## config.mk

```make
export PLATFORM = sky130hd
export DESIGN_NAME = keypad_scan_ctrl_flat
export DESIGN_NICKNAME = d
export VERILOG_FILES = /design/src/rtl/keypad_scan_ctrl_pkg.sv /design/src/rtl/keypad_scan_ctrl_if.sv /design/src/rtl/keypad_scan_ctrl_fifo.sv /design/src/rtl/keypad_scan_ctrl.sv /design/src/flat_wrapper.sv
export SDC_FILE = /design/constraint.sdc
export NUM_CORES = 1
export LEC_CHECK = 0
export ABC_CLOCK_PERIOD_IN_PS = 4100
export BUFFER_PORTS_ARGS = -buffer_cell sky130_fd_sc_hd__buf_2
export CAP_MARGIN = 5
export CORE_MARGIN = 2
export CORE_UTILIZATION = 40
export DETAILED_ROUTE_END_ITERATION = 8
export HOLD_SLACK_MARGIN = 0.03
export RECOVER_POWER = 50
export SYNTH_ARGS = -nofsm -noshare
export SYNTH_HDL_FRONTEND = slang
export SYNTH_SLANG_ARGS = --single-unit
```

## constraint.sdc

```tcl
create_clock -name clk -period 4.1 [get_ports clk]
set_input_delay 1.23 -clock clk [delete_from_list [all_inputs] [get_ports clk]]
set_output_delay 1.23 -clock clk [all_outputs]
set_load 0.03 [all_outputs]
```

## src/rtl/keypad_scan_ctrl_pkg.sv

```systemverilog
// Shared types and helpers for the 4x4 keypad scanner: FSM states, column
// drive patterns, debug struct and key decoding.
package keypad_pkg;

  typedef enum logic [2:0] {
    ST_IDLE,
    ST_SCAN,
    ST_DEBOUNCE,
    ST_PRESSED,
    ST_RELEASE
  } keypad_state_e;

  typedef struct packed {
    keypad_state_e state;
    logic          fifo_full;
  } keypad_dbg_t;

  localparam logic [3:0] COL_PAT [0:3] = '{4'b1110, 4'b1101, 4'b1011, 4'b0111};

  function automatic logic one_low(input logic [3:0] row);
    return row inside {4'b1110, 4'b1101, 4'b1011, 4'b0111};
  endfunction

  // Callers guarantee exactly one low row bit; the priority only picks its index.
  function automatic logic [3:0] key_map(input logic [1:0] idx, input logic [3:0] row);
    logic [1:0] r;
    logic [3:0] code;
    if (!row[0])      r = 2'd0;
    else if (!row[1]) r = 2'd1;
    else if (!row[2]) r = 2'd2;
    else              r = 2'd3;
    case ({idx, r})
      4'b00_00: code = 4'h1;
      4'b00_01: code = 4'h4;
      4'b00_10: code = 4'h7;
      4'b00_11: code = 4'hE;
      4'b01_00: code = 4'h2;
      4'b01_01: code = 4'h5;
      4'b01_10: code = 4'h8;
      4'b01_11: code = 4'h0;
      4'b10_00: code = 4'h3;
      4'b10_01: code = 4'h6;
      4'b10_10: code = 4'h9;
      4'b10_11: code = 4'hF;
      4'b11_00: code = 4'hA;
      4'b11_01: code = 4'hB;
      4'b11_10: code = 4'hC;
      default:  code = 4'hD;
    endcase
    return code;
  endfunction

endpackage

```

## src/rtl/keypad_scan_ctrl_if.sv

```systemverilog
// Key event stream from the scanner to its consumer.
// key_valid/key_ready: an entry transfers on every clk edge where both are
// high; key_code is stable while key_valid is high and key_ready is low.
interface keypad_key_if;
  logic [3:0] key_code;
  logic       key_valid;
  logic       key_ready;
  logic       key_held;
  logic       overflow;

  modport master (output key_code, key_valid, key_held, overflow, input key_ready);
  modport slave  (input key_code, key_valid, key_held, overflow, output key_ready);
endinterface

```

## src/rtl/keypad_scan_ctrl_fifo.sv

```systemverilog
// Small synchronous FIFO for key events. A push while full is dropped and
// flagged, unless a pop frees the slot in the same cycle.
module key_fifo #(
  parameter int WIDTH = 4,
  parameter int DEPTH = 4
) (
  input  logic             clk,
  input  logic             rst_n,
  input  logic             push,
  input  logic [WIDTH-1:0] push_data,
  output logic             full,
  input  logic             pop,
  output logic [WIDTH-1:0] pop_data,
  output logic             empty,
  output logic             overflow
);
  localparam int AW = $clog2(DEPTH);

  logic [AW:0]      wr_q, wr_d, rd_q, rd_d;
  logic [WIDTH-1:0] mem_q [DEPTH];
  logic [WIDTH-1:0] mem_d [DEPTH];
  logic             pop_ok, push_ok;

  assign empty    = (wr_q == rd_q);
  assign full     = (wr_q[AW] != rd_q[AW]) && (wr_q[AW-1:0] == rd_q[AW-1:0]);
  assign pop_ok   = pop && !empty;
  assign push_ok  = push && (!full || pop_ok);
  assign overflow = push && !push_ok;
  assign pop_data = mem_q[rd_q[AW-1:0]];

  always_comb begin
    mem_d = mem_q;
    wr_d  = wr_q;
    rd_d  = rd_q;
    if (push_ok) begin
      mem_d[wr_q[AW-1:0]] = push_data;
      wr_d = wr_q + 1'b1;
    end
    if (pop_ok) rd_d = rd_q + 1'b1;
  end

  always_ff @(posedge clk or negedge rst_n) begin
    if (!rst_n) begin
      wr_q  <= '0;
      rd_q  <= '0;
      mem_q <= '{default: '0};
    end else begin
      wr_q  <= wr_d;
      rd_q  <= rd_d;
      mem_q <= mem_d;
    end
  end
endmodule

```

## src/rtl/keypad_scan_ctrl.sv

```systemverilog
// 4x4 keypad scanner: tick-paced column scan, press/release debounce and a
// queued key event output.
module keypad_scan_ctrl
  import keypad_pkg::*;
#(
  parameter int TICK_DIV   = 50000,
  parameter int DEBOUNCE   = 20,
  parameter int FIFO_DEPTH = 4
) (
  input  logic          clk,
  input  logic          rst_n,
  input  logic [3:0]    row,
  output logic [3:0]    col,
  input  logic          scan_en,
  keypad_key_if.master  kif,
  output keypad_dbg_t   dbg
);
  localparam int TICK_W = $clog2(TICK_DIV);
  localparam int CNT_W  = $clog2(DEBOUNCE + 1);

  logic [TICK_W-1:0] tick_cnt_q, tick_cnt_d;
  logic              tick;
  keypad_state_e     state_q, state_d;
  logic [1:0]        idx_q, idx_d;
  logic [CNT_W-1:0]  cnt_q, cnt_d;
  logic [3:0]        row_q, row_d;
  logic [3:0]        col_q, col_d;
  logic              push;
  logic [3:0]        push_code;
  logic              fifo_full, fifo_empty, fifo_ovf;
  logic [3:0]        fifo_code;

  assign tick       = (tick_cnt_q == TICK_W'(TICK_DIV - 1));
  assign tick_cnt_d = tick ? '0 : tick_cnt_q + TICK_W'(1);

  always_comb begin
    state_d   = state_q;
    idx_d     = idx_q;
    cnt_d     = cnt_q;
    row_d     = row_q;
    col_d     = col_q;
    push      = 1'b0;
    push_code = key_map(idx_q, row_q);
    if (!scan_en) begin
      state_d = ST_IDLE;
      col_d   = 4'b0000;
    end else if (tick) begin
      case (state_q)
        ST_IDLE: begin
          col_d = 4'b0000;
          if (row != 4'hF) begin
            state_d = ST_SCAN;
            idx_d   = 2'd0;
            col_d   = COL_PAT[0];
          end
        end
        ST_SCAN: begin
          if (one_low(row)) begin
            row_d = row;
            cnt_d = CNT_W'(1);
            if (DEBOUNCE == 1) begin
              push      = 1'b1;
              push_code = key_map(idx_q, row);
              state_d   = ST_PRESSED;
            end else begin
              state_d = ST_DEBOUNCE;
            end
          end else if (idx_q == 2'd3) begin
            state_d = ST_IDLE;
            col_d   = 4'b0000;
          end else begin
            idx_d = idx_q + 2'd1;
            col_d = COL_PAT[idx_q + 2'd1];
          end
        end
        ST_DEBOUNCE: begin
          if (row == row_q) begin
            // cnt_q counts agreeing samples so far; this tick is one more.
            if (cnt_q == CNT_W'(DEBOUNCE - 1)) begin
              push    = 1'b1;
              state_d = ST_PRESSED;
            end else begin
              cnt_d = cnt_q + CNT_W'(1);
            end
          end else begin
            state_d = ST_IDLE;
            col_d   = 4'b0000;
          end
        end
        ST_PRESSED: begin
          if (row == 4'hF) begin
            cnt_d = CNT_W'(1);
            if (DEBOUNCE == 1) begin
              state_d = ST_IDLE;
              col_d   = 4'b0000;
            end else begin
              state_d = ST_RELEASE;
            end
          end
        end
        ST_RELEASE: begin
          if (row != 4'hF) begin
            state_d = ST_PRESSED;
          end else if (cnt_q == CNT_W'(DEBOUNCE - 1)) begin
            state_d = ST_IDLE;
            col_d   = 4'b0000;
          end else begin
            cnt_d = cnt_q + CNT_W'(1);
          end
        end
        default: begin
          state_d = ST_IDLE;
          col_d   = 4'b0000;
        end
      endcase
    end
  end

  always_ff @(posedge clk or negedge rst_n) begin
    if (!rst_n) begin
      tick_cnt_q <= '0;
      state_q    <= ST_IDLE;
      idx_q      <= 2'd0;
      cnt_q      <= '0;
      row_q      <= 4'hF;
      col_q      <= 4'b0000;
    end else begin
      tick_cnt_q <= tick_cnt_d;
      state_q    <= state_d;
      idx_q      <= idx_d;
      cnt_q      <= cnt_d;
      row_q      <= row_d;
      col_q      <= col_d;
    end
  end

  key_fifo #(.WIDTH(4), .DEPTH(FIFO_DEPTH)) u_fifo (
    .clk       (clk),
    .rst_n     (rst_n),
    .push      (push),
    .push_data (push_code),
    .full      (fifo_full),
    .pop       (kif.key_ready),
    .pop_data  (fifo_code),
    .empty     (fifo_empty),
    .overflow  (fifo_ovf)
  );

  assign col           = col_q;
  assign kif.key_code  = fifo_code;
  assign kif.key_valid = !fifo_empty;
  assign kif.key_held  = (state_q == ST_PRESSED) || (state_q == ST_RELEASE);
  assign kif.overflow  = fifo_ovf;
  assign dbg.state     = state_q;
  assign dbg.fifo_full = fifo_full;
endmodule

```

## src/flat_wrapper.sv

```systemverilog
// flat-port wrapper written by rule: the top's interface ports become plain ports
module keypad_scan_ctrl_flat import keypad_pkg::*;
#(
  parameter int TICK_DIV   = 50000,
  parameter int DEBOUNCE   = 20,
  parameter int FIFO_DEPTH = 4
)
  (clk, rst_n, row, col, scan_en, dbg, kif_key_code, kif_key_valid, kif_key_held, kif_overflow, kif_key_ready);
  keypad_key_if kif_i ();
  input  logic clk;
  input  logic rst_n;
  input  logic [3:0] row;
  output logic [3:0] col;
  input  logic scan_en;
  output keypad_dbg_t dbg;
  output wire logic [$bits(kif_i.key_code)-1:0] kif_key_code;
  output wire logic [$bits(kif_i.key_valid)-1:0] kif_key_valid;
  output wire logic [$bits(kif_i.key_held)-1:0] kif_key_held;
  output wire logic [$bits(kif_i.overflow)-1:0] kif_overflow;
  input wire logic [$bits(kif_i.key_ready)-1:0] kif_key_ready;
  assign kif_key_code = kif_i.key_code;
  assign kif_key_valid = kif_i.key_valid;
  assign kif_key_held = kif_i.key_held;
  assign kif_overflow = kif_i.overflow;
  assign kif_i.key_ready = kif_key_ready;
  keypad_scan_ctrl #(.TICK_DIV(TICK_DIV), .DEBOUNCE(DEBOUNCE), .FIFO_DEPTH(FIFO_DEPTH)) u_core (.clk(clk), .rst_n(rst_n), .row(row), .col(col), .scan_en(scan_en), .kif(kif_i), .dbg(dbg));
endmodule
```

# Yosys cells after proc, flatten, opt, wreduce, memory -nomap -nowiden
# Memory sizes are Yosys's and may differ from the RTL's.
# Index checks and enable logic that the tools add are counted.
dict set report word_totals {
  input_bits 8
  mem_count 1
  out_inout_bits 15
  ff_bits 56
  rom_bits 64
}
dict set report op_classes {
  eq_ne 35
  n_reduce_logical 19
  n_bitwise 3
  n_addsub 5
  mux 48
  n_lt_le_gt_ge 4
}
# name words width read_ports rd_ports_with_merged_regs wr line
set memory_table {}
lappend memory_table {{(name not given)} 16 4 1 0 0 keypad_scan_ctrl_pkg.sv:32} ;# case ({idx, r})
# cell n
set ops {}
lappend ops {{4-bit 2-to-1 mux} 13}
lappend ops {{3-bit 2-to-1 mux} 10}
lappend ops {{5-bit 2-to-1 mux} 5}
lappend ops {{4-bit one-hot mux with 5 select lines} 1}
lappend ops {{5-bit one-hot mux with 4 select lines} 1}
lappend ops {{6-bit AND reduction} 3}
lappend ops {{16-bit by 1-bit adder with 16-bit output, second input constant} 1}
lappend ops {{4-bit binary-select mux with 2-bit select} 2}
lappend ops {{16-bit bitwise mux} 1}
lappend ops {{16-bit == test, second input constant} 1}
lappend ops {{4-bit == test, second input constant} 4}
lappend ops {{16-bit 2-to-1 mux} 1}
lappend ops {{3-bit one-hot mux with 5 select lines} 1}
lappend ops {{2-bit 2-to-1 mux} 5}
lappend ops {{2-bit by 1-bit != test with 1-bit output, second input constant} 5}
lappend ops {{3-bit greater-or-equal comparator, second input constant} 3}
lappend ops {{3-bit by 2-bit != test with 1-bit output, second input constant} 3}
lappend ops {{3-bit != test, second input constant} 3}
lappend ops {{2-bit NOT with 3-bit output} 3}
lappend ops {{4-bit demux with 2-bit select} 1}
lappend ops {{2-bit != test, second input constant} 4}
lappend ops {{4-bit by 2-bit != test with 1-bit output, second input constant} 2}
lappend ops {{4-bit != test, second input constant} 2}
lappend ops {{4-bit nonzero test} 2}
lappend ops {{23 further kinds} 37}

# Logic depth before layout (Yosys ltp)
# Gate-level depths: netlist (run 1).
dict set report depth {
  depth_word 10
  mapped_depth 7
  depth_no_buf 6
}

# By module
# Synthesis (run 1) repeated with hierarchy kept, for this count alone.
dict set report hier_totals {
  hier_cells 314
  area_unflattened_um2 3439.5
}
# module cells_each seq_area_each_um2 n_inst area_per_inst_um2
set by_module_without_submodules {}
lappend by_module_without_submodules {keypad_scan_ctrl 233 855.8 1 2203.4}
lappend by_module_without_submodules {key_fifo 81 550.5 1 1236.2}

# Worst setup path before layout (run 1)
# Ideal clock, no wire load.
dict set report synth_timing {
  path_type {input -> output}
  from {input row[3]}
  to {output kif_overflow}
  path_buffers 1
  path_stages 6
  arrival_ps 3361
  slack_ps -491
  path_cell_list {buf_2 xor2_1 or4_4 nor3_4 nand3_1 nor4_1}
}
dict set report synth_between {
  elab_chain_cells 8
}
# element line
set synth_lines {}
lappend synth_lines {{start, declared} flat_wrapper.sv:12} ;# input logic [3:0] row;
lappend synth_lines {{4-bit == test (*)} keypad_scan_ctrl.sv:77} ;# if (row == row_q) begin
lappend synth_lines {{1-bit 2-to-1 mux (*)} keypad_scan_ctrl.sv:77}
lappend synth_lines {{1-bit 2-to-1 mux (*)} keypad_scan_ctrl.sv:48} ;# case (state_q)
lappend synth_lines {{1-bit 2-to-1 mux (*)} keypad_scan_ctrl.sv:47} ;# end else if (tick) begin
lappend synth_lines {{1-bit 2-to-1 mux (*)} keypad_scan_ctrl.sv:44} ;# if (!scan_en) begin
lappend synth_lines {{1-bit logical AND} keypad_scan_ctrl_fifo.sv:27} ;# assign push_ok = push && (!full || pop_ok);
lappend synth_lines {{1-bit zero test} keypad_scan_ctrl_fifo.sv:28} ;# assign overflow = push && !push_ok;
lappend synth_lines {{1-bit logical AND (*)} keypad_scan_ctrl_fifo.sv:28}
lappend synth_lines {{end, declared} flat_wrapper.sv:19} ;# output wire logic [$bits(kif_i.overflow)-1:0] kif_overflow;
# Every way passes the cells marked *; elsewhere a longest branch is shown, timed or not.

# Worst setup path in the final report (run 1)
# Same ends and word-level chain as after synthesis.

==> results of run 1 <==
synth_stat cells (2+ instances only):
| master | n | area (µm²) |
|---|---|---|
| o21ai_0 | 11 | 55.1 |
| a21o_1 | 2 | 15.0 |
| dfrtp_1 | 52 | 1300 |
| nor3_1 | 7 | 35.0 |
| and4b_1 | 2 | 20.0 |
| ha_1 | 11 | 138 |
| and2_1 | 3 | 18.8 |
| mux2_2 | 12 | 135 |
| nand4_1 | 2 | 12.5 |
| mux4_2 | 4 | 90.1 |
| o41ai_1 | 4 | 35.0 |
| o31ai_1 | 4 | 30.0 |
| nand3_2 | 4 | 40.0 |
| nand2_1 | 20 | 75.1 |
| buf_2 | 6 | 30.0 |
| nand3_1 | 14 | 70.1 |
| o211ai_1 | 3 | 22.5 |
| a21oi_1 | 5 | 25.0 |
| nand2b_1 | 4 | 25.0 |
| nor4b_1 | 3 | 26.3 |
| dfstp_2 | 4 | 105 |
| a211oi_1 | 2 | 15.0 |
| nor4_1 | 3 | 18.8 |
| nor2_1 | 18 | 67.6 |
| inv_1 | 9 | 33.8 |
| o22ai_1 | 2 | 12.5 |
| and3_1 | 2 | 12.5 |
| xnor2_1 | 18 | 158 |
| xor2_1 | 9 | 78.8 |
| mux2_1 | 13 | 146 |
| nand4b_1 | 2 | 17.5 |
| nor3b_1 | 2 | 15.0 |
| mux2i_1 | 8 | 80.1 |
| clkbuf_1 | 6 | 22.5 |
| nor2b_1 | 4 | 25.0 |
| and4_1 | 5 | 43.8 |
power breakdown:
group	switching, µW	internal, µW	leakage, µW
Combinational	33.3	14.2	0.000787
Clock	183	122	0.0000414
Sequential	1.30	555	0.000747
final timing paths:
| path | end | slack, ps |
|---|---|---|
| hold reg to reg | u_core.u_fifo.rd_q[2] | 490 |
| max in group asynchronous | u_core.u_fifo.wr_q[0] | 1530 |
| setup / recovery | kif_overflow | 140 |
| setup reg to reg | u_core.cnt_q[4] | 1230 |
| hold / removal | u_core.u_fifo.rd_q[2] | 490 |
| min in group asynchronous | u_core.cnt_q[3] | 1070 |
layer usage:
layer	vias up	part of all wire, %	GRT usage, %
met5	-	0	0
met4	0	1.0	4.41
met3	4	2.9	2.18
met2	30	48	25.8
met1	1131	48	21.5
li1	1122	-	-
layout make-up:
| type | count | area share [%] |
|---|---|---|
| clock buffers | 6 | 2.06 |
| clock inverters | 2 | 0.461 |
| inverters | 9 | 0.958 |
| multi-input cells | 218 | 48.8 |
| flip-flops and latches | 56 | 39.9 |
| well taps | 102 | 3.62 |
| repair buffers | 28 | 4.26 |
cell families (layout without fill, tap and decap cells):
family	Yosys count	in the layout
and+or+nand+nor	102	102
DFF	56	56
AOI/OAI and AO/OA	41	41
muxes	37	37
xor gates and xnor gates	27	27
buffers and inverters	22	45
adders and majority gates	11	11
registers in the layout (all words and copies together), names as in the netlist:
| signal | cells |
|---|---|
| u_core.state_q | 3 |
| u_core.cnt_q | 5 |
| u_core.u_fifo.rd_q | 3 |
| u_core.tick_cnt_q | 16 |
| u_core.idx_q | 2 |
| u_core.u_fifo.wr_q | 3 |
| u_core.row_q | 4 |
| u_core.u_fifo.mem_q | 16 |
| u_core.col | 4 |
repair_timing:
action                                  CTS  global route
endpoints found under the setup margin    0             1
setup buffers                             0             0
resized for setup                         0             2
worst max-delay path, stage by stage:
cell     delay, ps
buf_2          110
xor2_1         150
or4_4          580
nor3_4         150
nand3_1        140
nor4_4         160
buf_4          200
per-stage QoR:
step | total power [µW] | utilization, %
5_1_grt | 948 | 45.6
6_report | 909 | 45.6
3_3_place_gp | 616 | 44.6
3_5_place_dp | 617 | 44.6
2_1_floorplan | 591 | -
4_1_cts | 929 | 45.7
placed cells by master (no fill, tap or decap), drive strengths merged, types with 5 or more instances in the layout:
cell	n
xnor2	18
nand2	20
o21ai	11
dfrtp	52
ha	11
inv	9
and4	5
a21oi	5
xor2	9
mux2i	8
clkbuf	9
mux2	25
nand3	18
buf	25
nor2	18
nor3	8
==> metrics.csv, run 1 <==
metric,value,unit
dp_hpwl,4620,µm
fillers,736,
cts_buffer_depth,2,
synthFlopType,dfrtp_1,
die-height,93.5,µm
synth_cells,296,
vias_per_cell,5.43,
synth_mux_area_share,14.1,%
vdd_drop_max,0.144,mV
yosysWarnings,0,
drt_iter0_drc,58,
min-delay-start,u_core.u_fifo.rd_q[2],
syn_area_per_cell,10.8,µm²
clk_latency,310,ps
cp-end-kind,output pin,
min_period,3960,ps
placedInstanceArea,3440,µm²
syn_nets,315,
fin_area,3530,µm²
die_w,93.5,µm
syn-cell-area,3210,µm²
place_ws,95.4,ps
hold_ws,494,ps
ios,23,
crit_path_start_kind,input pin,
cts_hold_buf,0,
worst_pin_slew,1040,ps
num_rows,32,
final.setup.worst_slack,141,ps
power.density,258,nW/µm²
hold_viol_final,0,
diodes,0,
cts_sinks,56,
antenna_found_initial,0,
synth_compound_area_share,8.74,%
tns,0,ps
reg2regPathDepth,7,
first_pass_iters,4,
synth_top_family_by_area,simple AND/OR/NAND/NOR gates,
cts_root_buf,clkbuf_8,
async_reset_ff_share,100,%
final_layout_size_suffix_gt1_share,19.1,%
start_util,41.5,%
register_area,1410,µm²
whs_path_depth,1,
synth_xor_area_share,7.38,%
port_buffers,22,
grt_first_pass_wirelength,10800,µm
maxSlewHeadroom,30.8,%
crit_fanout,4,
dpl.cell_count,413,
first_global_vias,2227,
ant_nets,0,
arrival,2730,ps
synth-edff-count,0,
numCtsBuffers,5,
htree_levels,2,
dieArea,8750,µm²
synth-seq-cells,56,
slew_violations,0,
synthAdderAreaFrac,4.29,%
cp-startpoint,row[3],
yosys.area_share.simple,18.7,%
crit_type,in -> out,
cp.required,2870,ps
final_cell_count_no_fill,421,
wl_per_cell,15.0,µm
core_area,7730,µm²
fmax,253,MHz
drc_errors,0,
track_usage,15.6,%
ys_types,52,
wirelength,6310,µm
power.leakage,0.00158,µW
area_growth,10.0,%
regToRegStartpoint,u_core.tick_cnt_q[0],
gp_congestion,0.759,
outcome,completed,
fin_nets,337,
cts_tree,yes,
num_vias,2287,
multi_input_area,1720,µm²
setup_violations,0,
clock_skew,8.82,ps
ys_seq_area_share,43.9,%
hp-class,reg -> reg,
finalCritPeriodShare,96.6,%
clk_pin_slew,100,ps
rsz0062_at_grt,no,
grt_max_degree,39,
overflow,0,
cap_violations,0,
Note: power is estimated with default switching activity, not from simulation.
==> run 2, diff against run 1 <==
- CORE_UTILIZATION: 40 -> 60
- PLACE_DENSITY: unset -> 0.79
==> run 2 against run 1 <==
The flow now finishes with violations (max-capacitance violations, max-slew violations); total power is 12% higher; non-clock buffer count stayed put; first-iteration DRC count increased by 130%; cell count is 7.8% lower; die area shrank 32%; register-to-register slack worse by 20 ps; maximum frequency is 1.2% lower; critical path depth is the same; worst hold slack lost 6.1 ps; clock skew up 0.56 ps; global-route usage rose by 5.8 points; sequential power is essentially flat; largest cell class unchanged; largest power group unchanged.
==> metrics.csv, run 2 (synthesis gave the netlist of run 1 again) <==
metric,value,unit,change
first_global_vias,2255,,+1.3%
fin_nets,337,,unchanged
htree_levels,2,,unchanged
maxSlewHeadroom,-8.04,%,-39 points
crit_type,in -> out,,
cts_buffer_depth,2,,unchanged
clk_pin_slew,90,ps,about the same
start_util,62.4,%,+21 points
min_period,4010,ps,+48.1 ps
vias_per_cell,5.90,,+8.6%
cp.required,2870,ps,about the same
cap_violations,1,,+1
die-height,77.1,µm,-18%
violations,"max-capacitance violations, max-slew violations",,
cp_common_cell,buf_2,,
final.setup.worst_slack,93.3,ps,-48.1 ps
first_pass_iters,4,,unchanged
antenna_found_initial,0,,unchanged
tns,0,ps,unchanged
cts_root_buf,clkbuf_8,,
fillers,403,,-45%
final_layout_size_suffix_gt1_share,18.9,%,-0.25 points
register_area,1410,µm²,unchanged
arrival,2780,ps,+50 ps
power.density,288,nW/µm²,+12%
port_buffers,22,,unchanged
largestRegisters,"u_core.tick_cnt_q (16), u_core.u_fifo.mem_q (16), u_core.cnt_q (5)",,
clk_latency,300,ps,about the same
cp-end-kind,output pin,,
cts_hold_buf,0,,unchanged
clock_skew,9.37,ps,+0.557 ps
final_util,68.5,%,+23 points
dp_hpwl,4210,µm,-8.8%
cts_tree,yes,,
crit_chain,buf_2 > xor2_1 > or4_4 > nor3_4 > nand3_1 > nor4_4 > buf_2,,
track_usage,21.5,%,+5.8 points
drt_iter0_drc,135,,+130%
rsz0062_at_grt,no,,
cts_resized,0,,unchanged
cpPeakStageDelay,570,ps,about the same
crit_fanout,4,,unchanged
layout_common_cells,"dfrtp_1, buf_2, nand2_1, xnor2_1, nor2_1",,
num_vias,2290,,+0.13%
grt_first_pass_wirelength,10300,µm,-4.7%
hold_viol_final,0,,unchanged
die_w,77.1,µm,-18%
power.leakage,0.00160,µW,+1.3%
mostFrequentLayoutCell,dfrtp_1,,
cts_sinks,56,,unchanged
crit_buf_inv,2,,unchanged
num_rows,26,,-19%
fin_area,3520,µm²,-0.11%
numCtsBuffers,5,,unchanged
wl_per_cell,15.1,µm,+0.49%
hp-class,reg -> reg,,
grt_max_degree,32,,-18%
overflow,0,,unchanged
cts_setup_buffers,0,,unchanged
fmax,250,MHz,-1.2%
ios,23,,unchanged
wirelength,5850,µm,-7.4%
crit_path_start_kind,input pin,,
slowest_stage,or4_4,,
placedInstanceArea,3400,µm²,-1.2%
diodes,0,,unchanged
outcome,finished with violations,,
vdd_drop_max,0.174,mV,+20%
core_area,5140,µm²,-33%
finalCritPeriodShare,97.7,%,+1.2 points
setup_violations,0,,unchanged
gp_congestion,0.875,,+15%
area_growth,9.91,%,
worst_pin_slew,1620,ps,+583 ps
ant_nets,0,,unchanged
slew_violations,32,,+32
dieArea,5940,µm²,-32%
drc_errors,0,,unchanged
multi_input_area,1720,µm²,unchanged
critical_path.top_delay_family,simple AND/OR/NAND/NOR gates,,
place_ws,102,ps,+6.82 ps
-- run 2: per-layer routing --
metal	global-route usage, %	vias up	part of all wire [%]
met5	0	-	0
met4	8.21	0	1.0
met3	3.18	7	3.8
met2	35.5	35	48
met1	28.8	1129	48
li1	-	1119	-
-- run 2: through the flow --
stage                     total power, µW  std cells  hold slack (ps)
after detailed placement              616        381              476
after CTS                            1030        388              497
final                                1020        388              488
after global placement                615        381              469
after floorplan                       591        296              453
after global routing                 1060        388              522
-- run 2: worst paths after layout --
| check | slack (ps) | startpoint | end | cells past startpoint |
|---|---|---|---|---|
| setup reg to reg | 1210 | u_core.tick_cnt_q[0] | u_core.cnt_q[4] | 7 |
| hold / removal | 490 | u_core.col[0] | u_core.col[0] | 1 |
| max in group asynchronous | 840 | rst_n | u_core.u_fifo.mem_q[2] | 2 |
| setup / recovery | 90 | row[3] | kif_overflow | 7 |
| hold reg to reg | 490 | u_core.col[0] | u_core.col[0] | 1 |
| min in group asynchronous | 1320 | rst_n | u_core.cnt_q[3] | 1 |
-- run 2: final cells by class --
cell class	instances	area share, %
tap	70	2.49
sequential	56	39.9
multi-input combinational	218	48.8
timing repair buffer	28	4.15
clock inverter	2	1.70
inverter	9	0.959
clock buffer	5	1.95
-- run 2: where the power goes --
part           leakage [µW]  internal (µW)  switching, µW  total (µW)
sequential         0.000747            555           1.38         557
clock             0.0000642            240            172         412
combinational      0.000784           14.0           32.6        46.7
total               0.00160            810            206        1020
==> run 3, diff against run 2 <==
- SETUP_SLACK_MARGIN: unset -> 0.4
==> run 3 against run 2 <==
The run still ends with max-capacitance violations, max-slew violations left; largest cell class unchanged; utilization increased by 0.15 points; routed wire length about the same; sequential share of layout area decreased by 0.085 points; via count decreased by 0.74%; setup slack improved by 44 ps; maximum frequency increased by 1.1%; worst hold slack improved by 0.84 ps; combinational power about the same; sequential power about the same.
==> metrics.csv, run 3 (synthesis gave the netlist of run 1 again) <==
metric,value,unit,change
drc_errors,0,,unchanged
internal_power,810,µW,about the same
outcome,finished with violations,,
rsz0062_at_grt,yes,,
drt_iter0_drc,119,,-12%
final_cell_count_no_fill,388,,unchanged
die-height,77.1,µm,unchanged
min_period,3960,ps,-44.5 ps
port_buffers,22,,unchanged
crit_fanout,4,,unchanged
antenna_found_initial,0,,unchanged
cts_buffer_depth,2,,unchanged
first_global_vias,2257,,+0.089%
hold_viol_final,0,,unchanged
power_frac_comb,4.6,%,about the same
final_util,68.7,%,+0.15 points
dr_wl_met3,244,µm,+11%
diodes,0,,unchanged
crit_type,in -> out,,
num_rows,26,,unchanged
ios,23,,unchanged
cts_hold_buf,0,,unchanged
dieArea,5940,µm²,unchanged
dpl.cell_count,381,,unchanged
wl_per_cell,15.1,µm,about the same
hp-class,reg -> reg,,
slew_violations,32,,unchanged
clk_pin_slew,90,ps,about the same
overflow,0,,unchanged
cts_sinks,56,,unchanged
cts_root_buf,clkbuf_8,,
vias_per_cell,5.86,,-0.74%
start_util,62.4,%,unchanged
m1WireLength,2770,µm,-0.47%
finalCritPeriodShare,96.6,%,-1.1 points
cp.required,2870,ps,about the same
final_layout_size_suffix_gt1_share,19.2,%,+0.31 points
first_pass_iters,4,,unchanged
violations,"max-capacitance violations, max-slew violations",,
dp_hpwl,4210,µm,unchanged
cts_tree,yes,,
topRoutingLayerUsed,met4,,
grt_first_pass_wirelength,10300,µm,about the same
power.density,288,nW/µm²,about the same
power.leakage,0.00160,µW,about the same
mostFrequentLayoutCell,dfrtp_1,,
seqPwrFrac,54.7,%,about the same
clkPwrFrac,40.7,%,about the same
crit_path_start_kind,input pin,,
worst_pin_slew,1620,ps,-1.63 ps
grt_max_degree,32,,unchanged
track_usage,21.4,%,-0.051 points
num_vias,2273,,-0.74%
ant_nets,0,,unchanged
cts_setup_buffers,0,,unchanged
cp-end-kind,output pin,,
maxSlewHeadroom,-7.93,%,+0.11 points
fmax,252,MHz,+1.1%
fin_nets,337,,unchanged
core_area,5140,µm²,unchanged
htree_levels,2,,unchanged
die_w,77.1,µm,unchanged
p_sw,208,µW,+1.0%
arrival,2730,ps,-50 ps
largestRegisters,"u_core.tick_cnt_q (16), u_core.u_fifo.mem_q (16), u_core.cnt_q (5)",,
wl_met2,2800,µm,+0.32%
hold_ws,488,ps,+0.844 ps
clock_skew,5.69,ps,-3.68 ps
vdd_drop_max,0.173,mV,-0.34%
cap_violations,1,,unchanged
wirelength,5850,µm,about the same
setup_violations,0,,unchanged
layout_common_cells,"dfrtp_1, nand2_1, buf_2, xnor2_1, nor2_1",,
p_sw_share,20.4,%,+0.16 points
numCtsBuffers,5,,unchanged
area_growth,10.1,%,
clk_latency,310,ps,about the same
gp_congestion,0.875,,unchanged
-- run 3: layer usage --
metal / track usage [%] / up-vias
met5: 0 / -
met4: 8.21 / 0
met3: 3.18 / 4
met2: 35.4 / 42
met1: 28.7 / 1112
li1: - / 1115
-- run 3: what timing repair did --
| item | in CTS | in global routing |
|---|---|---|
| setup endpoints to repair | 1 | 1 |
| gates resized for setup | 2 | 0 |
| pin swaps | 0 | 0 |
-- run 3: final cells by class --
cell class,instances,area (µm²)
Timing Repair Buffer,28,149
Sequential cell,56,1410
Clock inverter,2,60.1
Multi-Input combinational cell,218,1730
Fill cell,403,1610
Tap cell,70,87.6
Clock buffer,5,68.8
Inverter,9,33.8
-- run 3: power by group through the flow --
stage,registers (µW),clock network [µW],logic (µW)
3_5_place_dp,567,0,48.1
2_1_floorplan,574,0,16.6
3_3_place_gp,567,0,47.5
4_1_cts,557,424,48.3
5_1_grt,557,447,52.8
6_report,557,414,46.7
-- run 3: path summary, 6_finish.rpt --
check | slack [ps] | depth (start not counted) | end | from
setup / recovery | 140 | 7 | kif_overflow | row[3]
hold / removal | 490 | 1 | u_core.col[0] | u_core.col[0]
setup reg to reg | 1200 | 7 | u_core.cnt_q[4] | u_core.tick_cnt_q[0]
hold reg to reg | 490 | 1 | u_core.col[0] | u_core.col[0]
max in group asynchronous | 840 | 2 | u_core.tick_cnt_q[9] | rst_n
min in group asynchronous | 1320 | 1 | u_core.cnt_q[3] | rst_n
-- run 3: worst max-delay path: stages --
cell     delay [ps]
buf_2           110
xor2_1          150
or4_4           570
nor3_4          170
nand3_2         120
nor4_4          170
buf_4           200
-- run 3: metrics by stage --
| step | setup slack, ps | total power [µW] | cell area (µm²) | TNS (ps) |
|---|---|---|---|---|
| detailed placement | 102 | 616 | 3400 | 0 |
| global route | 88.5 | 1060 | 3530 | 0 |
| CTS | 146 | 1030 | 3540 | 0 |
| floorplan | -4.69 | 591 | 3220 | -4.69 |
| global placement | 106 | 615 | 3400 | 0 |
| finish | 138 | 1020 | 3530 | 0 |
